$ cat src/rtl/onchip_flash_pkg.sv
// ============================================================================
//  Module : onchip_flash_pkg
//  Brief  : Shared encodings, status layout, control-word helpers and the FSM
//           state type for the on-chip flash Avalon-MM master.
//  Rev    : 1.0
// ============================================================================
`default_nettype none

package onchip_flash_pkg;

   localparam logic [1:0] c_op_read  = 2'd0;
   localparam logic [1:0] c_op_write = 2'd1;
   localparam logic [1:0] c_op_erase = 2'd2;
   localparam logic [1:0] c_op_rsvd  = 2'd3;

   localparam int ST_READ_OK  = 2;
   localparam int ST_WRITE_OK = 3;
   localparam int ST_ERASE_OK = 4;

   localparam logic [1:0] BUSY_IDLE = 2'b00;

   localparam logic [31:0] CTRL_SAFE_DEFAULT = 32'hFFFF_FFFF;
   localparam int          WP_BASE           = 23;
   localparam int          ERASE_SEC_LSB     = 20;

   typedef enum logic [3:0] {
      S_IDLE        = 4'd0,
      S_PRE_POLL    = 4'd1,
      S_UNPROT      = 4'd2,
      S_RD_REQ      = 4'd3,
      S_RD_BEATS    = 4'd4,
      S_WR          = 4'd5,
      S_ERASE_ISSUE = 4'd6,
      S_POST_POLL   = 4'd7,
      S_REPROT      = 4'd8,
      S_RESP        = 4'd9
   } state_t;

   // Sector n (1..5) owns write-protect bit WP_BASE + n - 1.
   function automatic logic [31:0] f_unprot(input logic [31:0] ctrl, input logic [2:0] sector);
      logic [31:0] w_word;
      logic [4:0]  w_bit;
      w_word        = ctrl;
      w_bit         = 5'(WP_BASE - 1) + {2'b00, sector};
      w_word[w_bit] = 1'b0;
      return w_word;
   endfunction

   function automatic logic [31:0] f_erase(input logic [31:0] ctrl, input logic [2:0] sector);
      logic [31:0] w_word;
      w_word                       = f_unprot(ctrl, sector);
      w_word[ERASE_SEC_LSB +: 3]   = sector;
      return w_word;
   endfunction

endpackage

`default_nettype wire

$ cat src/rtl/flash_csr_poller.sv
// ============================================================================
//  Module : flash_csr_poller
//  Brief  : Issues status reads on the flash CSR port until the controller is
//           idle, with optional settle-discard of the first sample and timeout.
//  Rev    : 1.0
// ============================================================================
`default_nettype none

module flash_csr_poller
   import onchip_flash_pkg::*;
#(
   parameter int unsigned POLL_LIMIT = 1048576
) (
   input  logic        clk,
   input  logic        rst,
   input  logic        i_start,
   input  logic        i_is_post,
   input  logic [31:0] i_csr_readdata,
   output logic        o_csr_read,
   output logic        o_done,
   output logic        o_timeout,
   output logic [31:0] o_status
);

   localparam int            CW      = $clog2(POLL_LIMIT + 1);
   localparam logic [CW-1:0] c_limit = CW'(POLL_LIMIT);

   logic          r_active;
   logic          r_sample;
   logic          r_discard;
   logic [CW-1:0] r_cnt;
   logic          w_idle;
   logic          w_at_limit;

   assign w_idle     = (i_csr_readdata[1:0] == BUSY_IDLE);
   assign w_at_limit = (r_cnt >= c_limit);
   assign o_csr_read = r_active & ~r_sample;
   assign o_done     = r_active & r_sample & ~r_discard & w_idle;
   assign o_timeout  = r_active & r_sample & ~o_done & w_at_limit;
   assign o_status   = i_csr_readdata;

   // Read/sample alternate; r_cnt counts every read issued, discarded or not.
   always_ff @(posedge clk) begin
      if (rst) begin
         r_active  <= 1'b0;
         r_sample  <= 1'b0;
         r_discard <= 1'b0;
         r_cnt     <= '0;
      end else if (i_start) begin
         r_active  <= 1'b1;
         r_sample  <= 1'b0;
         r_discard <= i_is_post;
         r_cnt     <= '0;
      end else if (r_active) begin
         if (!r_sample) begin
            r_sample <= 1'b1;
            r_cnt    <= r_cnt + CW'(1);
         end else begin
            r_sample  <= 1'b0;
            r_discard <= 1'b0;
            if (o_done || o_timeout) begin
               r_active <= 1'b0;
            end
         end
      end
   end

endmodule

`default_nettype wire

$ cat src/rtl/onchip_flash_master.sv
// ============================================================================
//  Module : onchip_flash_master
//  Brief  : Avalon-MM host sequencing READ/WRITE/ERASE commands onto the MAX10
//           on-chip flash data and CSR ports, including protect handling.
//  Rev    : 1.0
// ============================================================================
`default_nettype none

module onchip_flash_master
   import onchip_flash_pkg::*;
#(
   parameter int unsigned MAX_BURST  = 8,
   parameter int unsigned POLL_LIMIT = 1048576,
   parameter logic [31:0] CTRL_SAFE  = CTRL_SAFE_DEFAULT
) (
   input  logic        clock,
   input  logic        reset,
   input  logic        cmd_valid,
   output logic        cmd_ready,
   input  logic [1:0]  cmd_op,
   input  logic [16:0] cmd_addr,
   input  logic [2:0]  cmd_sector,
   input  logic [3:0]  cmd_len,
   input  logic [31:0] cmd_wdata,
   output logic        rd_valid,
   output logic [31:0] rd_data,
   output logic        done,
   output logic        error,
   output logic [16:0] avm_data_addr,
   output logic        avm_data_read,
   output logic        avm_data_write,
   output logic [31:0] avm_data_writedata,
   output logic [3:0]  avm_data_burstcount,
   input  logic [31:0] avm_data_readdata,
   input  logic        avm_data_waitrequest,
   input  logic        avm_data_readdatavalid,
   output logic        avm_csr_addr,
   output logic        avm_csr_read,
   output logic        avm_csr_write,
   output logic [31:0] avm_csr_writedata,
   input  logic [31:0] avm_csr_readdata
);

   localparam logic [3:0] c_max_len = 4'(MAX_BURST);

   state_t      r_state;
   state_t      w_state_next;
   logic [1:0]  r_op;
   logic [16:0] r_addr;
   logic [2:0]  r_sector;
   logic [3:0]  r_len;
   logic [31:0] r_wdata;
   logic        r_err;
   logic [3:0]  r_beat;

   logic        w_bad;
   logic        w_accept;
   logic        w_err_set;
   logic        w_poll_start;
   logic        w_poll_post;
   logic        w_poll_done;
   logic        w_poll_timeout;
   logic [31:0] w_status;
   logic        w_unused_status;

   flash_csr_poller #(
      .POLL_LIMIT (POLL_LIMIT)
   ) u_poller (
      .clk            (clock),
      .rst            (reset),
      .i_start        (w_poll_start),
      .i_is_post      (w_poll_post),
      .i_csr_readdata (avm_csr_readdata),
      .o_csr_read     (avm_csr_read),
      .o_done         (w_poll_done),
      .o_timeout      (w_poll_timeout),
      .o_status       (w_status)
   );

   assign w_unused_status = ^{w_status[31:5], w_status[ST_READ_OK], w_status[1:0]};

   assign w_bad = (cmd_op == c_op_rsvd) ||
                  ((cmd_op == c_op_read) && ((cmd_len == 4'd0) || (cmd_len > c_max_len))) ||
                  ((cmd_op != c_op_read) && ((cmd_sector == 3'd0) || (cmd_sector > 3'd5)));

   assign w_accept  = (r_state == S_IDLE) && cmd_valid;
   assign cmd_ready = (r_state == S_IDLE);
   assign rd_valid  = (r_state == S_RD_BEATS) && avm_data_readdatavalid;
   assign rd_data   = avm_data_readdata;
   assign done      = (r_state == S_RESP);
   assign error     = (r_state == S_RESP) && r_err;

   always_ff @(posedge clock) begin
      if (reset) begin
         r_state  <= S_IDLE;
         r_op     <= c_op_read;
         r_addr   <= '0;
         r_sector <= '0;
         r_len    <= '0;
         r_wdata  <= '0;
         r_err    <= 1'b0;
         r_beat   <= '0;
      end else begin
         r_state <= w_state_next;
         if (w_accept) begin
            r_op     <= cmd_op;
            r_addr   <= cmd_addr;
            r_sector <= cmd_sector;
            r_len    <= cmd_len;
            r_wdata  <= cmd_wdata;
            r_err    <= w_bad;
         end else if (w_err_set) begin
            r_err <= 1'b1;
         end
         if (r_state == S_RD_REQ) begin
            r_beat <= '0;
         end else if (rd_valid) begin
            r_beat <= r_beat + 4'd1;
         end
      end
   end

   always_comb begin
      w_state_next        = r_state;
      w_poll_start        = 1'b0;
      w_poll_post         = 1'b0;
      w_err_set           = 1'b0;
      avm_data_addr       = '0;
      avm_data_read       = 1'b0;
      avm_data_write      = 1'b0;
      avm_data_writedata  = '0;
      avm_data_burstcount = '0;
      avm_csr_addr        = 1'b0;
      avm_csr_write       = 1'b0;
      avm_csr_writedata   = '0;
      case (r_state)
         S_IDLE: begin
            if (cmd_valid) begin
               w_state_next = w_bad ? S_RESP : S_PRE_POLL;
               w_poll_start = ~w_bad;
            end
         end
         // A pre-poll timeout still re-protects WRITE/ERASE so the part is left safe.
         S_PRE_POLL: begin
            if (w_poll_done) begin
               w_state_next = (r_op == c_op_read) ? S_RD_REQ : S_UNPROT;
            end else if (w_poll_timeout) begin
               w_err_set    = 1'b1;
               w_state_next = (r_op == c_op_read) ? S_RESP : S_REPROT;
            end
         end
         S_UNPROT: begin
            avm_csr_addr      = 1'b1;
            avm_csr_write     = 1'b1;
            avm_csr_writedata = f_unprot(CTRL_SAFE, r_sector);
            w_state_next      = (r_op == c_op_write) ? S_WR : S_ERASE_ISSUE;
         end
         S_RD_REQ: begin
            avm_data_read       = 1'b1;
            avm_data_addr       = r_addr;
            avm_data_burstcount = r_len;
            if (!avm_data_waitrequest) begin
               w_state_next = S_RD_BEATS;
            end
         end
         S_RD_BEATS: begin
            if (rd_valid && (r_beat == r_len - 4'd1)) begin
               w_state_next = S_RESP;
            end
         end
         S_WR: begin
            avm_data_write     = 1'b1;
            avm_data_addr      = r_addr;
            avm_data_writedata = r_wdata;
            if (!avm_data_waitrequest) begin
               w_state_next = S_POST_POLL;
               w_poll_start = 1'b1;
               w_poll_post  = 1'b1;
            end
         end
         S_ERASE_ISSUE: begin
            avm_csr_addr      = 1'b1;
            avm_csr_write     = 1'b1;
            avm_csr_writedata = f_erase(CTRL_SAFE, r_sector);
            w_state_next      = S_POST_POLL;
            w_poll_start      = 1'b1;
            w_poll_post       = 1'b1;
         end
         S_POST_POLL: begin
            if (w_poll_done) begin
               w_err_set    = (r_op == c_op_write) ? ~w_status[ST_WRITE_OK] : ~w_status[ST_ERASE_OK];
               w_state_next = S_REPROT;
            end else if (w_poll_timeout) begin
               w_err_set    = 1'b1;
               w_state_next = S_REPROT;
            end
         end
         S_REPROT: begin
            avm_csr_addr      = 1'b1;
            avm_csr_write     = 1'b1;
            avm_csr_writedata = CTRL_SAFE;
            w_state_next      = S_RESP;
         end
         S_RESP: begin
            w_state_next = S_IDLE;
         end
         default: begin
            w_state_next = S_IDLE;
         end
      endcase
   end

endmodule

`default_nettype wire

$ cat config.mk
export PLATFORM = sky130hd
export DESIGN_NAME = onchip_flash_master
export DESIGN_NICKNAME = d
export VERILOG_FILES = /design/src/rtl/onchip_flash_pkg.sv /design/src/rtl/flash_csr_poller.sv /design/src/rtl/onchip_flash_master.sv
export SDC_FILE = /design/constraint.sdc
export NUM_CORES = 1
export LEC_CHECK = 0
export ABC_AREA = 0
export CORE_MARGIN = 3
export CORE_UTILIZATION = 35
export DETAILED_ROUTE_END_ITERATION = 7
export MAX_ROUTING_LAYER = met4
export PLACE_DENSITY = 0.84
export SYNTH_ARGS = -nofsm -noshare
export SYNTH_HDL_FRONTEND = slang
export SYNTH_SLANG_ARGS = --single-unit
$ cat constraint.sdc
create_clock -name clock -period 7.47 [get_ports clock]
set_input_delay 2.241 -clock clock [delete_from_list [all_inputs] [get_ports clock]]
set_output_delay 2.241 -clock clock [all_outputs]
set_load 0.1 [all_outputs]
==> flow_summary.yaml, run 1 <==
status:
  status: "finished clean"
global_routing:
  gr-usage-all-layers_pct: 15.86
  antenna_found_initial: 1
  gr-total-overflow: 0
  grt_pass1_wl_microns: 18550
  grt_max_degree: 69
  first_global_vias: 3943
routing:
  ant_nets: 0
  drtPass1Iterations: 4
  route.detailed.drc: 0
  vias_per_cell: 4.814
  routed_wl_microns: 11590
  num_vias: 4256
  drt_iter0_markers: 116
  wl_per_cell_microns: 13.11
placed_design:
  io_buffers: 160
  gp_congestion: 0.8028
  post-place-ws_ns: 1.952
  dpl.hpwl_microns: 8322
clock_network:
  clk_pin_slew_ns: 0.06
  cts_sinks: 91
  cts_root_buffer: "clkbuf_16"
  postCtsSetupRepairBufs: 0
  cts_tree: "yes"
  cts_inserted_buffers: 9
  cts_resized: 0
  holdBufCountCts: 0
  cts_max_level: 3
  clk_latency_ns: 0.33
  clk_path_buf_depth: 2
setup_path:
  required_ns: 5.23
  cp_max_fo: 18
  worst_setup_path_start_kind: "register"
  crit_type: "register to output pin"
  worstSetupEndpointType: "output pin"
  arrival_ns: 3.51
yosys:
  synth.largest_area_cell: "dfxtp_1"
  synth_cells: 620
  post_synth_num_cell_types: 49
  ys_seq_area_share_pct: 38.40
  ys_warn_count: 0
  synth_area_sq_mm: 0.004745
  synth_area_per_cell_sq_um: 7.653
  ys_seq_elements: 91
  synth_common_cells: "nand2_1 (135), dfxtp_1 (91), a21oi_1 (76), and2_1 (59), buf_4 (50)"
  async_flop_share_pct: 0
  syn-num-nets: 753
  ys_top_cells_by_area: "dfxtp_1 (38%), nand2_1 (11%), a21oi_1 (8.0%), buf_4 (7.9%), and2_1 (7.8%)"
  synth-edff-count: 0
  synth.most_common_cell: "nand2_1"
  synth_ff_type: "dfxtp_1"
  synth.top_cell.area_share_pct: 38.40
layout:
  nets: 840
  seqCellArea_sq_mm: 0.001822
  area_growth_pct: 35.55
  fillers: 1275
  multi_input_area_sq_mm: 0.002374
  drive_gt1_share_pct: 3.797
power_and_ir_drop:
  pwr_density_cell_mw_per_mm2: 266.5
  seqPwrFrac_pct: 32.8
  power_w: 0.001714
  vdd_drop_max_uv: 118.6
  comb_power_share_pct: 34.9
  p_leak_nw: 2.334
  switchingPower_w: 0.0006621
  clockPowerShare_pct: 32.3
  p_int_w: 0.001052
  swShare_pct: 38.64
sta:
  min_period_over_period_pct: 76.94
  setup_viol: 0
  finalSetupTns_ns: 0
  fmax_ghz: 0.1740
  drv_slew: 0
  fin_hold_ws_ns: 0.4482
  rsz0062_at_grt: "no"
  period_needed_ns: 5.747
  skew_ns: 0.004096
  slew_headroom_pct: 32.83
  fin_ws_ns: 1.723
  worst_slew_pin_slew_ns: 1.004
  hold_violations: 0
floorplanning:
  num_rows: 41
  core_sq_mm: 0.01293
  ios: 253
  die_y_microns: 122.4
  start_util_pct: 36.70
  fp.dieW_microns: 122.4
  die_area_sq_mm: 0.01499
min_path:
  hold_path.class: "register to register"
job:
  cap_violations: 0
-- metrics by stage --
stage,util (%),std cells,instance area (sq um)
final,49.75,884,6431
after global routing,49.75,884,6431
after CTS,49.73,883,6429
after detailed placement,46.91,868,6065
after global placement,46.91,868,6065
after floorplan,-,620,4745
-- critical path: stages (launching register included) --
cell and delay, ns:
dfxtp_1 0.67, or2b_1 0.33, nor2_1 0.78, and2_1 0.25, clkdlybuf4s50_1 1.14
-- cells by family after synthesis --
kind of cell,share of synthesized area [%]
and+or+nand+nor,28.90
AOI/OAI and AO/OA,12.40
buffers and inverters,11.76
DFF,38.40
xor gates and xnor gates,6.092
adders and majority gates,1.582
muxes,0.8703
-- layer usage --
metal  wire length (microns)  global-route usage (%)
met3                     913                   4.885
met4                     181                   6.578
met2                    5503                   25.25
met5                       0                       -
met1                    4988                   18.64
-- state kept, by name, summed over array words and instances, names as in the netlist --
name                count
u_poller.r_discard      1
u_poller.r_active       1
r_addr                 17
r_state                 4
r_beat                  4
r_wdata                32
u_poller.r_sample       1
r_err                   1
r_sector                3
r_op                    2
u_poller.r_cnt         21
r_len                   4
-- cells in the final DEF, fill, tap and decap left out, drive strengths merged, types with 3 or more instances in the layout --
| cell | netlist | routed |
|---|---|---|
| xor2 | 20 | 20 |
| xnor2 | 13 | 13 |
| nor2b | 9 | 9 |
| nand2 | 135 | 135 |
| and2 | 59 | 59 |
| a21oi | 76 | 76 |
| buf | 60 | 6 |
| clkbuf | 28 | 10 |
| mux2i | 3 | 3 |
| inv | 8 | 8 |
| nor3b | 3 | 3 |
| a31oi | 6 | 6 |
| nand3 | 10 | 10 |
| and4 | 3 | 3 |
| ha | 6 | 6 |
| clkdlybuf4s50 | 0 | 158 |
| dfxtp | 91 | 91 |
| o21ai | 4 | 4 |
| nor3 | 7 | 7 |
| bufinv | 0 | 4 |
| and3 | 4 | 4 |
| nand4 | 7 | 7 |
| nor2 | 35 | 35 |
| nand2b | 4 | 4 |
-- worst paths after layout --
| kind | startpoint | end | slack (ns) | cells after the start |
|---|---|---|---|---|
| max | r_state[0] | avm_data_addr[12] | 1.72 | 4 |
| min | r_wdata[0] | r_wdata[0] | 0.45 | 2 |
| max reg2reg | r_state[2] | u_poller.r_discard | 4.46 | 6 |
| min reg2reg | r_wdata[0] | r_wdata[0] | 0.45 | 2 |
-- power groups by stage --
stage / Clock [W] / Combinational [W] / Sequential (W)
after floorplan: 0 / 0.000577 / 0.000553
after global placement: 0 / 0.000598 / 0.000569
after detailed placement: 0 / 0.000603 / 0.000572
after CTS: 0.000568 / 0.000603 / 0.000561
after global routing: 0.000583 / 0.000633 / 0.000568
final: 0.000554 / 0.000599 / 0.000561
-- final cells by class --
cell class | count | area share [%]
multi-input combinational | 433 | 36.91
sequential | 91 | 28.33
timing repair buffer | 164 | 25.25
clock buffer | 10 | 3.716
tap | 172 | 3.346
clock inverter | 5 | 1.946
inverter | 8 | 0.4669
antenna | 1 | 0.03891
Power figures use the tool's default switching activity.
==> run 2, diff against run 1 <==
Clock period 7.47 ns to 5.8 ns, I/O delays scaled along.
==> run 2 against run 1 <==
  * Via count increased by 0.56%
  * Largest cell class unchanged
  * Non-clock buffer count down 1
  * Total power up 22%
  * Final area is 3.0% lower
  * Global-route usage barely moved
  * Largest power group unchanged
==> flow_summary.yaml, run 2 (same netlist as run 1, synthesis figures left out) <==
floorplanning:
  die_area_sq_mm: 0.01499
  die_y_microns: 122.4
  ios: 253
  core_sq_mm: 0.01293
  start_util_pct: 36.70
  num_rows: 41
  fp.dieW_microns: 122.4
sta:
  setup_viol: 0
  worst_slew_pin_slew_ns: 1.133
  min_period_over_period_pct: 84.88
  finalSetupTns_ns: 0
  slew_headroom_pct: 24.46
  drv_slew: 0
  fin_ws_ns: 0.8772
  skew_ns: 0.005454
  rsz0062_at_grt: "no"
  period_needed_ns: 4.923
  hold_violations: 0
  fin_hold_ws_ns: 0.4480
  fmax_ghz: 0.2031
layout:
  area_growth_pct: 31.51
  top_register: "r_wdata"
  mostFrequentLayoutCell: "nand2_1"
  layout_common_cells: "nand2_1 (134), clkdlybuf4s50_1 (110), dfxtp_1 (91), a21oi_1 (76), and2_1 (58)"
  largest_reg_flops: 32
  nets: 839
  antenna_cells: 0
  largestRegisters: "r_wdata: 32 flops, u_poller.r_cnt: 21 flops, r_addr: 17 flops"
  fin_cells: 881
  drive_gt1_share_pct: 10.16
placed_design:
  dp.cells: 867
  gp_congestion: 0.8168
  dpl.hpwl_microns: 8099
  io_buffers: 160
  post-place-ws_ns: 1.218
global_routing:
  gr-total-overflow: 0
  gr-usage-all-layers_pct: 15.82
  grt_pass1_wl_microns: 18560
  antenna_found_initial: 0
  first_global_vias: 3911
  grt_max_degree: 69
routing:
  ant_nets: 0
  vias_per_cell: 4.858
  num_vias: 4280
  routed_wl_microns: 11540
  wl_per_cell_microns: 13.10
  drtPass1Iterations: 4
  drt_iter0_markers: 184
  route.detailed.drc: 0
setup_path:
  cpPeakStageDelay_ns: 1.14
  arrival_ns: 3.18
  worstReg2RegEnd: "r_state[2]"
  worst_setup_path_start_kind: "register"
  r2r_slack_ns: 2.96
  crit_type: "register to output pin"
  path_cells: "or2b_1, nor3b_2, buf_4, and2_1, clkdlybuf4s50_1"
  worstSetupEndpointType: "output pin"
  cp_max_fo: 33
  r2r_start: "r_state[0]"
  required_ns: 4.06
  reg2reg_depth: 5
  slowest_stage: "clkdlybuf4s50_1"
clock_network:
  cts_root_buffer: "clkbuf_16"
  holdBufCountCts: 0
  clk_path_buf_depth: 2
  cts_max_level: 3
  postCtsSetupRepairBufs: 0
  cts_tree: "yes"
  clk_latency_ns: 0.34
  cts_inserted_buffers: 9
  cts_resized: 0
  clk_pin_slew_ns: 0.06
  cts_sinks: 91
power_and_ir_drop:
  pwr_density_cell_mw_per_mm2: 335.9
  p_leak_nw: 2.396
  vdd_drop_max_uv: 139.4
  power_w: 0.002096
job:
  cap_violations: 0
min_path:
  hold_path.class: "register to register"
  hold_path_depth: 2
  min_from: "r_wdata[3]"
  min_to: "r_wdata[3]"
status:
  status: "finished clean"
-- run 2: worst max path at each step --
stage | start | end | cells after the start
2_1_floorplan | r_state[0] | avm_data_writedata[22] | 5
3_3_place_gp | r_state[0] | avm_data_writedata[6] | 5
3_5_place_dp | r_state[0] | avm_data_writedata[6] | 5
4_1_cts | r_state[0] | avm_data_writedata[5] | 5
5_1_grt | r_state[2] | avm_csr_writedata[15] | 5
6_report | r_state[0] | avm_data_writedata[5] | 5
-- run 2: worst max-delay path: cells and delay by family (launching register included) --
kind,cells,cell delay (ns)
AND/OR/NAND/NOR,3,0.72
buffers and inverters,2,1.45
flip-flops,1,0.66
-- run 2: metrics by stage --
stage,instance area [sq um],util [%]
after global routing,6240,48.27
after CTS,6240,48.27
after floorplan,4750,-
final,6240,48.27
after global placement,5942,45.96
after detailed placement,5942,45.96
-- run 2: metal layers --
layer	vias up	part of all wire, %	GRT usage (%)
met5	-	0	-
met1	1947	44	19.37
met3	25	7.6	5.023
met4	0	2.7	5.948
met2	151	46	24.46
li1	2157	-	-
-- run 2: where the power goes --
part | internal [W] | switching (W)
Combinational | 0.000201 | 0.000571
Clock | 0.000372 | 0.000231
Sequential | 0.000679 | 0.0000421
-- run 2: cell type report --
class	count	area, sq um
fill	1269	6688
inverter	8	30.03
tap	172	215.2
sequential	91	1822
timing repair buffer	163	1496
clock buffer	11	232.7
clock inverter	3	65.06
multi-input combinational	433	2379
